[config.mk]
export PLATFORM = sky130hd
export DESIGN_NAME = sram_client_mux
export DESIGN_NICKNAME = d
export VERILOG_FILES = /design/src/rtl/sram_client_mux.sv
export SDC_FILE = /design/constraint.sdc
export NUM_CORES = 1
export LEC_CHECK = 0
export CORE_UTILIZATION = 38
export CTS_BUF_LIST = sky130_fd_sc_hd__clkbuf_16
export CTS_CLUSTER_DIAMETER = 200
export CTS_CLUSTER_SIZE = 12
export DETAILED_ROUTE_END_ITERATION = 12
export GPL_TIMING_DRIVEN = 0
export HOLD_SLACK_MARGIN = 0.08
export PLACE_DENSITY = 0.79
export SETUP_SLACK_MARGIN = 0.05
export SLEW_MARGIN = 20
export SYNTH_ARGS = -nofsm -noshare
export SYNTH_HDL_FRONTEND = slang
export SYNTH_SLANG_ARGS = --single-unit
[constraint.sdc]
create_clock -name clk200 -period 2 [get_ports clk200]
set_input_delay 0.2 -clock clk200 [delete_from_list [all_inputs] [get_ports clk200]]
set_output_delay 0.2 -clock clk200 [all_outputs]
set_load 0.05 [all_outputs]
[src/rtl/sram_client_mux.sv]
// sram_client_mux: round-robin mux of NCLI toggle req/ack clients onto one SRAM arbiter port (SRAM_MUX_FIXED_PRIO_EN selects fixed priority)
module sram_client_mux #(
    parameter int NCLI       = 3,
    parameter int RD_LATENCY = 4
) (
    input  logic                 clk200,
    input  logic                 reset,
    input  logic [NCLI-1:0]      cli_req,
    output logic [NCLI-1:0]      cli_ack,
    input  logic [NCLI-1:0]      cli_read,
    input  logic [NCLI*19-1:0]   cli_address,
    input  logic [NCLI-1:0]      cli_lb,
    input  logic [NCLI-1:0]      cli_ub,
    input  logic [NCLI*16-1:0]   cli_wdata,
    output logic [15:0]          cli_rdata,
    output logic                 down_req,
    input  logic                 down_ack,
    output logic                 down_read,
    output logic [18:0]          down_address,
    output logic                 down_lb,
    output logic                 down_ub,
    output logic [15:0]          down_wdata,
    input  logic [15:0]          down_rdata
);
    localparam int GW = $clog2(NCLI);
    localparam int CW = (RD_LATENCY > 1) ? $clog2(RD_LATENCY) : 1;
    localparam logic [1:0] IDLE = 2'd0, ISSUE = 2'd1, WAIT_DATA = 2'd2, DONE = 2'd3;

    logic [1:0]      state_q, state_d;
    logic [GW-1:0]   rr_q, rr_d, g_q, g_d, gnt;
    logic [CW-1:0]   cnt_q, cnt_d;
    logic            req_q, req_d, rd_q, rd_d, lb_q, lb_d, ub_q, ub_d, any;
    logic [18:0]     addr_q, addr_d;
    logic [15:0]     wd_q, wd_d, rdata_q, rdata_d;
    logic [NCLI-1:0] ack_q, ack_d, pend;

    assign pend = cli_req ^ ack_q;

    // pick the first pending client scanning upward from rr_q, wrapping at NCLI
    always_comb begin
        gnt = '0;
        any = 1'b0;
        for (int k = NCLI - 1; k >= 0; k--) begin
            if (pend[(int'(rr_q) + k) % NCLI]) begin
                any = 1'b1;
                gnt = GW'((int'(rr_q) + k) % NCLI);
            end
        end
    end

    // access sequencing: grant and issue, wait for accept, wait out read latency, complete
    always_comb begin
        state_d = state_q;
        rr_d    = rr_q;
        g_d     = g_q;
        cnt_d   = cnt_q;
        req_d   = req_q;
        rd_d    = rd_q;
        addr_d  = addr_q;
        lb_d    = lb_q;
        ub_d    = ub_q;
        wd_d    = wd_q;
        ack_d   = ack_q;
        rdata_d = rdata_q;
        case (state_q)
            IDLE: if (any) begin
                g_d     = gnt;
                rd_d    = cli_read[gnt];
                addr_d  = cli_address[19*gnt +: 19];
                lb_d    = cli_lb[gnt];
                ub_d    = cli_ub[gnt];
                wd_d    = cli_wdata[16*gnt +: 16];
                req_d   = ~req_q;
                state_d = ISSUE;
            end
            ISSUE: if (down_ack == req_q) begin
                cnt_d   = CW'(RD_LATENCY - 1);
                state_d = rd_q ? WAIT_DATA : DONE;
            end
            WAIT_DATA: if (cnt_q == '0) begin
                rdata_d = down_rdata;
                state_d = DONE;
            end else begin
                cnt_d = cnt_q - 1'b1;
            end
            DONE: begin
                ack_d[g_q] = ~ack_q[g_q];
`ifdef SRAM_MUX_FIXED_PRIO_EN
                rr_d       = '0;
`else
                rr_d       = (g_q == GW'(NCLI - 1)) ? '0 : g_q + 1'b1;
`endif
                state_d    = IDLE;
            end
            default: state_d = IDLE;
        endcase
    end

    // state registers; reset aligns down_req with down_ack so nothing looks outstanding
    always_ff @(posedge clk200) begin
        if (reset) begin
            state_q <= IDLE;
            rr_q    <= '0;
            g_q     <= '0;
            cnt_q   <= '0;
            req_q   <= down_ack;
            rd_q    <= 1'b0;
            addr_q  <= '0;
            lb_q    <= 1'b0;
            ub_q    <= 1'b0;
            wd_q    <= '0;
            ack_q   <= '0;
            rdata_q <= '0;
        end else begin
            state_q <= state_d;
            rr_q    <= rr_d;
            g_q     <= g_d;
            cnt_q   <= cnt_d;
            req_q   <= req_d;
            rd_q    <= rd_d;
            addr_q  <= addr_d;
            lb_q    <= lb_d;
            ub_q    <= ub_d;
            wd_q    <= wd_d;
            ack_q   <= ack_d;
            rdata_q <= rdata_d;
        end
    end

    assign cli_ack      = ack_q;
    assign cli_rdata    = rdata_q;
    assign down_req     = req_q;
    assign down_read    = rd_q;
    assign down_address = addr_q;
    assign down_lb      = lb_q;
    assign down_ub      = ub_q;
    assign down_wdata   = wd_q;
endmodule

==> impl_results.md <==
* Initial core utilization at 0.3987
* Hold Violations, Final at 0
* Final #Nets at 742
* Initial antenna violation count at 0
* Share of layout cells above drive strength 1 at 0.1623
* Status: completed
* Startpoint Class: flip-flop
* Dpl cell area at 0.005383 mm^2
* Pre-CTS setup slack at -0.2687 ns
* R2R depth at 9
* Final setup margin at 0.08437 ns
* Share of synthesized registers carrying an async set or reset at 0
* Top cells by area, synth: dfxtp_1 (39%), o32ai_2 (9.8%), nand2_1 (9.0%), o22ai_1 (7.3%), nor2_1 (5.1%)
* Routed Antenna Nets at 0
* Critical Path Slowest Stage Cell: dfxtp_2
* CTS Sinks at 66
* Total core area at 0.008341 mm^2
* Syn Nets at 531
* Gr ovfl total at 0
* Post-synth EDFFs at 1
* Area share of the largest cell type after synthesis at 0.3913
* R2R Path End: down_wdata[2]
* Vias at 3735
* Worst setup EP type: flip-flop
* Setup Crit Path Kind: reg2reg
* H-tree levels at 3
* Clock-pin slew on the worst setup and hold paths at 0.06 ns
* Worst Path Required at 2.20 ns
* Top cell family by delay on the critical path: compound AO/OA/AOI/OAI gates
* R2R Setup Slk at 0.08 ns
* Yosys top cell by area: dfxtp_1
* Die area at 0.009130 mm^2
* Final Power at 8.018 mW
* Register area share after synthesis at 0.4003
* Ports at 194
* Tmin final at 1.916 ns
* Final period util at 0.9578
* Final Max Tran Viols at 0
* RePlAce Congestion at 0.8204
* CP Cell Sequence: inv_1 > ha_4 > nor2_2 > a221oi_2 > nand3_1 > buf_6 > buf_4 > o22ai_1 > o32ai_1
* Clk_skew at 0.005154 ns
* Synth Flop Type: dfxtp_1
* Initial DRC Count at 97
* TritonCTS clock tree: built
* Crit path max fanout at 10
* Total global-route track usage at 0.2505
* Crit path depth at 9
* Highest clock rate at 522.0 MHz
* CP startpoint: rr_q[0]
* Worst flop-to-flop path startpoint: rr_q[0]
* RSZ-0062 raised after global routing: true
* Crit path arrival time at 2.12 ns
* Commonest cells after routing, fill and taps aside: clkdlybuf4s50_1 (192), nand2_1 (80), dfxtp_1 (61), nor2_1 (43), a21oi_1 (25)
* Post-Syn Area per Cell at 8.571 um^2
* Clock root cell: clkbuf_16
* Maximum VDD drop at 0.7369 mV
* Unique cell type count in the Yosys netlist at 44
* Crit path buf inv count at 3
* Drt first pass iters at 4
* # rows at 33
* Vias in the first global route at 3799
* First-pass GRT wire length at 17390 um
* Final Setup Violations at 0
* Number of synthesized register bits at 66
* Total CTS buffers at 9
* Antenna cells at 0
* Most common cell after layout, fill and taps aside: clkdlybuf4s50_1
* Fin Hold WS at 0.2897 ns
* Syn Std Cell Area at 0.003326 mm^2
* Hold Path Class: in2reg
* Clock buffer depth at 2
* Max cap viols at 0
* Worst Setup EP: down_wdata[2]
* Die Y-Extent at 95.55 um
* Slew @ Worst Pin at 0.5741 ns
* DP HPWL at 8850 um
* WL final at 11610 um
* Area Overhead vs Synth at 79.87%
* Slew HR at 0.6161
* Synth warnings at 0
* Die X-Extent at 95.55 um
* Pwr dens at 1340 mW/mm^2
* Vias per cell at 5.268
* Residual DRC at 0
* Cells after Synth at 388
* Largest net degree at the start of global routing at 12
* Worst path max stage delay at 0.34 ns
* Routed length per instance at 16.38 um
* I/O Buffers at 192
* Clock latency on the worst-skew pair at 0.32 ns
* P_leak at 2.165 nW
* Final Cell Area at 0.005982 mm^2
metrics by stage:
step | TNS [ns] | utilization | instances
finish | 0 | 0.7172 | 709
global route | -0.004298 | 0.7172 | 709
global placement | -5.865 | 0.6454 | 685
floorplan | 0 | - | 388
CTS | 0 | 0.6913 | 702
detailed placement | -6.823 | 0.6454 | 685
cells by family (layout without fill, tap and decap cells):
logic type / after synthesis / in the layout / synth area share
xor gates and xnor gates: 7 / 7 / 0.02295
AOI/OAI and AO/OA: 125 / 125 / 0.3111
DFF: 66 / 66 / 0.4003
buffers and inverters: 41 / 257 / 0.06358
muxes: 2 / 2 / 0.006396
adders and majority gates: 7 / 7 / 0.02633
and+or+nand+nor: 140 / 140 / 0.1693
layout make-up:
cell class	instances	area, um^2
Buffer	30	217.7
Clock buffer	9	225.2
Clock inverter	7	83.83
Fill cell	661	2359
Inverter	11	41.29
Multi-Input combinational cell	281	1964
Sequential cell	66	1336
Tap cell	105	131.4
Timing Repair Buffer	200	1982
synth_stat cells, types with 2 or more instances:
cell type,number
o32ai_1,18
o211ai_1,2
o21ai_0,7
buf_4,6
buf_2,10
nand3_1,3
o211a_1,3
o22ai_1,39
nand2_1,80
clkbuf_1,9
buf_6,3
nand4_1,2
o32ai_2,20
buf_1,2
a21oi_1,25
dfxtp_1,65
or3_1,3
ha_1,7
nor2_1,45
o21a_1,2
xor2_1,4
nand2b_1,2
inv_1,10
timing repair:
action	in CTS	in global routing
endpoints found under the setup margin	37	38
setup buffers	1	7
gates cloned	0	0
hold buffers	0	0
pin swaps	1	3
resized for setup	15	31
layer usage:
| metal | up-vias | share of wire | GRT usage |
|---|---|---|---|
| li1 | 1837 | - | - |
| met1 | 1752 | 0.39 | 0.2711 |
| met2 | 126 | 0.52 | 0.4518 |
| met3 | 20 | 0.075 | 0.08054 |
| met4 | 0 | 0.017 | 0.09453 |
| met5 | - | 0 | 0 |
how the worst min path moves through the flow:
stage          slack (ns)     startpoint            end  depth (start not counted)
2_1_floorplan        0.34  down_rdata[0]   cli_rdata[0]                          2
3_3_place_gp         0.44  cli_rdata[14]  cli_rdata[14]                          2
3_5_place_dp         0.45   cli_rdata[7]   cli_rdata[7]                          2
4_1_cts              0.28          reset        rr_q[0]                          2
5_1_grt              0.30          reset   cli_rdata[0]                          2
6_report             0.29          reset   cli_rdata[0]                          2
sequential cells by signal, summed over array words and instances (netlist names), 2 cells and up:
signal        count
cli_ack           3
cli_rdata        16
cnt_q             2
down_address     19
down_wdata       16
g_q               2
rr_q              2
state_q           2
power breakdown:
group	total [mW]	internal (mW)	switching, mW
sequential	1.95	1.72	0.229
clock	1.64	1.07	0.564
combinational	4.43	1.77	2.65
(Power assumes the default switching activity.)
